## src/rtl/framebuffer_if.sv

```systemverilog
// Request/response bundle between the gpu command engine (master) and the
// CHIP-8 framebuffer (slave).
interface framebuffer_if;
    logic       fb_req_valid;
    logic       fb_req_ready;
    logic       fb_req_op;
    logic [5:0] fb_req_x;
    logic [4:0] fb_req_y;
    logic [7:0] fb_req_data;
    logic       fb_done;
    logic       fb_collision;

    modport master (
        output fb_req_valid, fb_req_op, fb_req_x, fb_req_y, fb_req_data,
        input  fb_req_ready, fb_done, fb_collision
    );

    modport slave (
        input  fb_req_valid, fb_req_op, fb_req_x, fb_req_y, fb_req_data,
        output fb_req_ready, fb_done, fb_collision
    );
endinterface

```

## src/rtl/framebuffer.sv

```systemverilog
// 64x32 monochrome CHIP-8 pixel store: XOR-sprite-byte and clear engine plus
// an independent registered scanout read port.
//
// state | meaning
// IDLE  | ready for a request
// RD0   | read first target byte
// WR0   | write first byte ^ mask0, start collision
// RD1   | read wrapped second byte (misaligned sprite only)
// WR1   | write second byte ^ mask1, accumulate collision
// CLR   | zero one byte per cycle, address 0..255
// DONE  | completion pulse, collision published
module framebuffer (
    input  logic         clk,
    input  logic         rst_n,
    framebuffer_if.slave fb,
    input  logic [7:0]   scan_addr,
    output logic [7:0]   scan_data
);
    typedef enum logic [2:0] {
        S_IDLE, S_RD0, S_WR0, S_RD1, S_WR1, S_CLR, S_DONE
    } state_t;

    state_t      state, state_nxt;
    logic [7:0]  mem [256];
    logic [4:0]  y_q;
    logic [2:0]  b0_q;
    logic [2:0]  b1;
    logic        two_q;
    logic [7:0]  mask0_q, mask1_q;
    logic [7:0]  rd_q;
    logic [7:0]  clr_cnt;
    logic        coll_acc, coll_nxt;
    logic        accept;
    logic [15:0] mask_wide;
    logic        rd_en, we;
    logic [7:0]  rd_addr, wr_addr, wr_data;

    assign accept    = fb.fb_req_valid && (state == S_IDLE);
    // Upper byte = data >> s, lower byte = bits spilling into the next byte.
    assign mask_wide = {fb.fb_req_data, 8'h00} >> fb.fb_req_x[2:0];
    assign b1        = b0_q + 3'd1;

    assign fb.fb_req_ready = (state == S_IDLE);
    assign fb.fb_done      = (state == S_DONE);

    always_comb begin
        state_nxt = state;
        rd_en     = 1'b0;
        rd_addr   = {y_q, b0_q};
        we        = 1'b0;
        wr_addr   = {y_q, b0_q};
        wr_data   = 8'h00;
        coll_nxt  = coll_acc;
        case (state)
            S_IDLE: begin
                if (accept) state_nxt = fb.fb_req_op ? S_CLR : S_RD0;
            end
            S_RD0: begin
                rd_en     = 1'b1;
                state_nxt = S_WR0;
            end
            S_WR0: begin
                we        = 1'b1;
                wr_data   = rd_q ^ mask0_q;
                coll_nxt  = |(rd_q & mask0_q);
                state_nxt = two_q ? S_RD1 : S_DONE;
            end
            S_RD1: begin
                rd_en     = 1'b1;
                rd_addr   = {y_q, b1};
                state_nxt = S_WR1;
            end
            S_WR1: begin
                we        = 1'b1;
                wr_addr   = {y_q, b1};
                wr_data   = rd_q ^ mask1_q;
                coll_nxt  = coll_acc | (|(rd_q & mask1_q));
                state_nxt = S_DONE;
            end
            S_CLR: begin
                we        = 1'b1;
                wr_addr   = clr_cnt;
                wr_data   = 8'h00;
                coll_nxt  = 1'b0;
                if (clr_cnt == 8'hFF) state_nxt = S_DONE;
            end
            S_DONE: begin
                state_nxt = S_IDLE;
            end
            default: begin
                state_nxt = S_IDLE;
            end
        endcase
    end

    // Storage is deliberately not reset; the gpu clears it at boot.
    always_ff @(posedge clk) begin
        if (we) mem[wr_addr] <= wr_data;
        if (rd_en) rd_q <= mem[rd_addr];
    end

    always_ff @(posedge clk or negedge rst_n) begin
        if (!rst_n) begin
            state           <= S_IDLE;
            y_q             <= '0;
            b0_q            <= '0;
            two_q           <= 1'b0;
            mask0_q         <= '0;
            mask1_q         <= '0;
            clr_cnt         <= '0;
            coll_acc        <= 1'b0;
            fb.fb_collision <= 1'b0;
            scan_data       <= 8'h00;
        end else begin
            state     <= state_nxt;
            coll_acc  <= coll_nxt;
            // Nonblocking read alongside the write gives old data on a hit.
            scan_data <= mem[scan_addr];
            if (accept) begin
                y_q             <= fb.fb_req_y;
                b0_q            <= fb.fb_req_x[5:3];
                two_q           <= (fb.fb_req_x[2:0] != 3'd0);
                mask0_q         <= mask_wide[15:8];
                mask1_q         <= mask_wide[7:0];
                clr_cnt         <= 8'h00;
                fb.fb_collision <= 1'b0;
            end else begin
                if (state == S_CLR) clr_cnt <= clr_cnt + 8'd1;
                if (state_nxt == S_DONE) fb.fb_collision <= coll_nxt;
            end
        end
    end
endmodule

```

## src/flat_wrapper.sv

```systemverilog
// flat-port wrapper written by rule: the top's interface ports become plain ports
module framebuffer_flat 
  (clk, rst_n, scan_addr, scan_data, fb_fb_req_valid, fb_fb_req_op, fb_fb_req_x, fb_fb_req_y, fb_fb_req_data, fb_fb_req_ready, fb_fb_done, fb_fb_collision);
  framebuffer_if fb_i ();
  input  logic clk;
  input  logic rst_n;
  input  logic [7:0] scan_addr;
  output logic [7:0] scan_data;
  input wire logic [$bits(fb_i.fb_req_valid)-1:0] fb_fb_req_valid;
  input wire logic [$bits(fb_i.fb_req_op)-1:0] fb_fb_req_op;
  input wire logic [$bits(fb_i.fb_req_x)-1:0] fb_fb_req_x;
  input wire logic [$bits(fb_i.fb_req_y)-1:0] fb_fb_req_y;
  input wire logic [$bits(fb_i.fb_req_data)-1:0] fb_fb_req_data;
  output wire logic [$bits(fb_i.fb_req_ready)-1:0] fb_fb_req_ready;
  output wire logic [$bits(fb_i.fb_done)-1:0] fb_fb_done;
  output wire logic [$bits(fb_i.fb_collision)-1:0] fb_fb_collision;
  assign fb_i.fb_req_valid = fb_fb_req_valid;
  assign fb_i.fb_req_op = fb_fb_req_op;
  assign fb_i.fb_req_x = fb_fb_req_x;
  assign fb_i.fb_req_y = fb_fb_req_y;
  assign fb_i.fb_req_data = fb_fb_req_data;
  assign fb_fb_req_ready = fb_i.fb_req_ready;
  assign fb_fb_done = fb_i.fb_done;
  assign fb_fb_collision = fb_i.fb_collision;
  framebuffer u_core (.clk(clk), .rst_n(rst_n), .fb(fb_i), .scan_addr(scan_addr), .scan_data(scan_data));
endmodule
```

## config.mk

```make
export PLATFORM = sky130hd
export DESIGN_NAME = framebuffer_flat
export DESIGN_NICKNAME = d
export VERILOG_FILES = /design/src/rtl/framebuffer_if.sv /design/src/rtl/framebuffer.sv /design/src/flat_wrapper.sv
export SDC_FILE = /design/constraint.sdc
export NUM_CORES = 2
export LEC_CHECK = 0
export CAP_MARGIN = 5
export CORE_ASPECT_RATIO = 1.4
export CORE_MARGIN = 1.5
export CORE_UTILIZATION = 64
export CTS_CLUSTER_SIZE = 40
export DETAILED_ROUTE_END_ITERATION = 6
export GPL_TIMING_DRIVEN = 0
export PLACE_DENSITY = 0.87
export SLEW_MARGIN = 20
export SYNTH_ARGS = -nofsm -noshare
export SYNTH_HDL_FRONTEND = slang
export SYNTH_SLANG_ARGS = --single-unit
```

## constraint.sdc

```tcl
create_clock -name clk -period 10.8 [get_ports clk]
set_input_delay 1.08 -clock clk [delete_from_list [all_inputs] [get_ports clk]]
set_output_delay 1.08 -clock clk [all_outputs]
set_load 0.02 [all_outputs]
```

==> summary.md, run 1 <==
| Metric | Value |
|---|---|
| Clock buffer depth | 3 |
| Hpwl dp | ~450000 um |
| # resized after CTS | 0 |
| Post-Synthesis Cells | 7024 |
| Final Wtd Congestion | 1.35 |
| PortBufs | 35 |
| Row cnt | 182 |
| FF+latch count, synth | 2101 |
| Stop stage | global routing |
| Number of enable flip-flop cells after synthesis | approximately 2100 |
| CTS H-tree lvls | 4 |
| Hold buffer count at CTS | 0 |
| Register area share after synthesis | 55.6% |
| Stop err | [ERROR GRT-0116] Global routing finished with congestion. Check the congestion regions in the DRC Viewer. |
| Ports | 42 |
| TritonCTS Buffers | 196 |
| Post-Syn Area | approximately 0.11 mm2 |
| Setup repair bufs after CTS | 0 |
| Die height | about 500 um |
| Gr ovfl total | between 800 and 900 |
| Root buffer cell | clkbuf_16 |
| Sinks on Clock Net | 2101 |
| Global Route Usage Sum | 78.1% |
| Ys Warns | 0 |
| Starting Density | 64.4% |
| Syn_nets | roughly 7100 |
| Die Wd | 358 um |
| Ys async rst share | 2.14% |
| Vias in the first global route | 101000 |
| Mapped Avg Cell Area | 16.1 um2 |
| Outcome | aborted with a tool error |
| Most used flip-flop cell after synthesis | edfxtp_1 |
| Pin count of the biggest net entering global routing | 46 |
| First-pass GRT wire length | 944000 um |
| Synth cell types | 69 |
==> metrics by stage <==
stage | setup slack [ps] | instances | hold WS [ps] | util (%) | area (um2)
2_1_floorplan | 2280 | 7024 | 464 | - | 113000
3_5_place_dp | 4090 | 9448 | 530 | 67.6 | 119000
4_1_cts | 4080 | 9811 | 212 | 71.3 | 125000
3_3_place_gp | -6960 | 9359 | 515 | 66.2 | 116000
==> Yosys cell counts (9+ instances only) <==
library cell / number / area (um2)
a2111oi_0: 9 / 78.8
a211oi_1: 67 / 503
a21oi_1: 213 / 1070
a221o_1: 14 / 140
a221oi_1: 25 / 219
a22o_1: 21 / 184
a22oi_1: 62 / 465
a2bb2oi_1: 66 / 578
a31oi_1: 31 / 194
a32oi_1: 16 / 140
a41oi_1: 15 / 131
and3_1: 31 / 194
buf_1: 55 / 206
buf_2: 234 / 1170
buf_4: 110 / 826
buf_6: 18 / 203
clkbuf_1: 295 / 1110
dfrtp_1: 45 / 1130
edfxtp_1: 2056 / 61700
mux2_2: 52 / 586
mux2i_1: 584 / 5850
mux4_2: 1124 / 25300
nand2_1: 259 / 972
nand2b_1: 9 / 56.3
nand3_1: 106 / 531
nand4_1: 10 / 62.6
nor2_1: 442 / 1660
nor2b_1: 10 / 62.6
nor3_1: 68 / 340
nor4_1: 12 / 75.1
o2111ai_1: 9 / 78.8
o211ai_1: 24 / 180
o21ai_0: 147 / 736
o221ai_1: 303 / 2650
o22ai_1: 290 / 1810
o32a_1: 51 / 510
o32ai_1: 54 / 473
xor2_1: 20 / 175
==> layer usage <==
metal,GRT usage (%),GRT overflow
met3,69.0,52
met1,79.1,36
met4,72.9,340
met5,42.2,11
met2,89.8,411
==> cells by family after synthesis <==
kind of cell / share of synthesized area, %
DFF: 55.6
muxes: 28.1
AOI/OAI and AO/OA: 9.24
and+or+nand+nor: 3.67
buffers and inverters: 3.13
xor gates and xnor gates: 0.209
adders and majority gates: 0.0221
==> run 2: changes to the inputs <==
- CORE_ASPECT_RATIO: 1.4 -> default
- CORE_UTILIZATION: 64 -> 40
- CTS_CLUSTER_SIZE: 40 -> default
- PLACE_DENSITY: 0.87 -> default
- PLACE_DENSITY_LB_ADDON: default -> 0.15
==> summary.md, run 2 <==
| Metric | Value |
|---|---|
| Outcome | finished with violations |
| Failing checks | max-capacitance violations, max-slew violations |
| Top-count cell post-synth | edfxtp_1 |
| Global Route Usage Sum | approximately 48% |
| Via count | 90900 |
| Antenna violations before repair | 130 |
| Worst VDD drop | between 0.2 and 0.3 mV |
| Commonest non-fill, non-tap cells in the layout | edfxtp_1, mux4_2, mux2i_1 |
| Crit path max fanout | 10 |
| Starting Density | 40.3% (-24 points) |
| Nets | ~7500 |
| CTS H-tree lvls | 4 (unchanged) |
| Register area share after synthesis | 55.6% (unchanged) |
| Hold Vio Cnt, Final | 0 |
| Die Area | 0.286 mm2 |
| Register bank with the most flops | u_core.mem |
| Area leader, netlist | edfxtp_1 |
| Final Cycle Share | between 60% and 70% |
| Top cell types by occurrence after synthesis | edfxtp_1, mux4_2, mux2i_1 |
| CTS tree | yes |
| WL final | 696000 um |
| Row cnt | 194 (+6.6%) |
| Ports | 42 (unchanged) |
| Final core occ | a little under half |
| Sum Neg Setup Slack | 0 ps |
| Critical Path End Type | register |
| DRC Markers | 0 |
| Reg clk slew, reported paths | 60 ps |
| TritonCTS Buffers | 245 (+25%) |
| Area grow syn2layout | 15.6% |
| Filler Cell Count | 24200 |
| Top cells by area, synth | edfxtp_1, mux4_2, mux2i_1 |
| Hpwl dp | 526000 um (+16%) |
| Critical path launch point type | register |
| Die height | 534 um (+6.9%) |
| Final clock skew | 59.7 ps |
| P per Cell Area | around 340 mW/mm2 |
| Number of enable flip-flop cells after synthesis | 2056 (unchanged) |
| Gr ovfl total | 0 |
| Synth cell types | 69 (unchanged) |
| Clock buffer depth | 4 (+1) |
| Post-Synthesis Cells | 7024 (unchanged) |
| Share of cells above drive strength 1 | 31.5% |
| Final WS setup | 3280 ps |
| Final Wtd Congestion | 1.13 (-17%) |
| Most used flip-flop cell after synthesis | edfxtp_1 |
| Critical path class | register to register |
| Drt wl/cell | a little over 60 um |
| Router iterations before antenna repair | 7 |
| Static Leakage | 42.2 nW |
| Syn_nets | 7057 (unchanged) |
| RSZ-0062 raised after global routing | false |
| Post-Syn Area | 0.113 mm2 (unchanged) |
| Die Wd | 534 um (+49%) |
| Root buffer cell | clkbuf_16 |
| FF+latch count, synth | 2101 (unchanged) |
| Vias in the first global route | 82300 |
| Mapped Avg Cell Area | 16.1 um2 (unchanged) |
| First-pass GRT wire length | around 870000 um |
| Post-layout min period | 7520 ps |
| Ys Warns | 0 (unchanged) |
| Sinks on Clock Net | 2101 (unchanged) |
| Critical Path AT | 8100 ps |
| Worst Path Required | roughly 11000 ps |
| Clock latency on the worst-skew pair | 1000 ps |
| Slew @ Worst Pin | 1540 ps |
| Count of max-cap constraint violations | 1 |
| # setup viols final | 0 |
| Worst rel slew slack | -2.85% |
| Commonest non-fill, non-tap cell in the layout | edfxtp_1 |
| Starting DRT DRC Count | 18200 |
| Worst slack, placed | 3650 ps (-441 ps) |
| Max reg flops | 2048 |
| Hold WC Path Type | input port to register |
| CORE AREA | 0.280 mm2 |
| Top achievable clock speed | between 100 and 150 MHz |
| PortBufs | 35 (unchanged) |
| Number of routed nets with antenna violations | 0 |
| Top-area cell type share of the netlist area | 54.6% (unchanged) |
| Vias per std cell | roughly 8 |
| Ys async rst share | 2.14% (unchanged) |
| Pin count of the biggest net entering global routing | between 40 and 50 |
| Final max-slew violation count | 11 |
[run 2: cell counts after synthesis]
No cell type changed its count.
[run 2: worst max-delay path: stages (launching register included)]
cell and delay (ps):
dfrtp_1 420, ha_1 290, buf_2 210, buf_4 400, buf_4 480, buf_2 790, buf_4 570, mux2i_1 230
a21o_1 260, nor2_2 730, nand2_1 730, clkbuf_1 700, nor2_1 1130
[run 2: final timing paths]
check / from / end / slack [ps] / cells after the start
max in group asynchronous: rst_n / u_core.scan_data[1]$_DFF_PN0_ / 9690 / 3
worst min-delay path: fb_fb_req_x[2] / u_core.mask1_q[1]$_DFFE_PN0N_ / 530 / 3
worst min register to register: u_core.two_q$_DFFE_PN0N_ / u_core.two_q$_DFFE_PN0N_ / 550 / 2
worst max-delay path: u_core.b0_q[0]$_DFFE_PN0N_ / u_core.mem[210][7]$_DFFE_PP_ / 3280 / 12
min in group asynchronous: rst_n / u_core.fb.fb_collision$_DFFE_PN0P_ / 560 / 2
worst max register to register: u_core.b0_q[0]$_DFFE_PN0N_ / u_core.mem[210][7]$_DFFE_PP_ / 3280 / 12
[run 2: cell families (layout without fill, tap and decap cells)]
group / Yosys count / in the layout / synth area share (%)
compound gates: 1450 / 1450 / 9.24
xor+xnor: 24 / 24 / 0.209
fa+ha+maj: 2 / 2 / 0.0221
buf+inv: 717 / 1371 / 3.13
flops: 2101 / 2101 / 55.6
mux: 1760 / 1760 / 28.1
other cells: 0 / 86 / 0
simple gates: 970 / 970 / 3.67
[run 2: area by class of cell]
cell class                 count  area (um2)  area share, %
clock inverter               157        1660           1.27
tap                         3724        4660           3.57
inverter                       5        18.8         0.0144
antenna                       86         215          0.165
timing repair buffer         207        3580           2.74
clock buffer                 290        6400           4.90
sequential                  2101       62900           48.1
multi-input combinational   4206       47500           36.3
buffer                       712        3720           2.85
[run 2: report_power, final]
group / switching (mW) / total (mW) / internal [mW]
clock network: 3.74 / 8.69 / 4.95
logic: 18.5 / 25.0 / 6.55
registers: 0.169 / 10.8 / 10.7
[run 2: through the flow]
step	std cells	instance area, um2	hold slack [ps]	power [mW]
6_report	11500	131000	528	44.5
5_1_grt	11400	130000	567	43.6
4_1_cts	11400	130000	499	42.3
3_5_place_dp	10900	122000	516	33.7
3_3_place_gp	10800	118000	518	32.0
2_1_floorplan	7024	113000	464	21.2
[run 2: layer usage]
metal / up-vias / global-route usage (%) / wire length (um)
met5: - / 1.05 / 466
met4: 24 / 42.1 / 76100
met3: 2488 / 24.7 / 113000
met2: 9725 / 63.9 / 274000
met1: 47400 / 55.8 / 232000
li1: 31200 / - / -
[run 2: what timing repair did]
item / CTS / global route
endpoints found under the hold margin: 14 / 0
gates resized for setup: 0 / 0
buffers inserted: 0 / 0
hold buffers: 1 / 0
No activity file was read; power rests on OpenSTA's default activity.
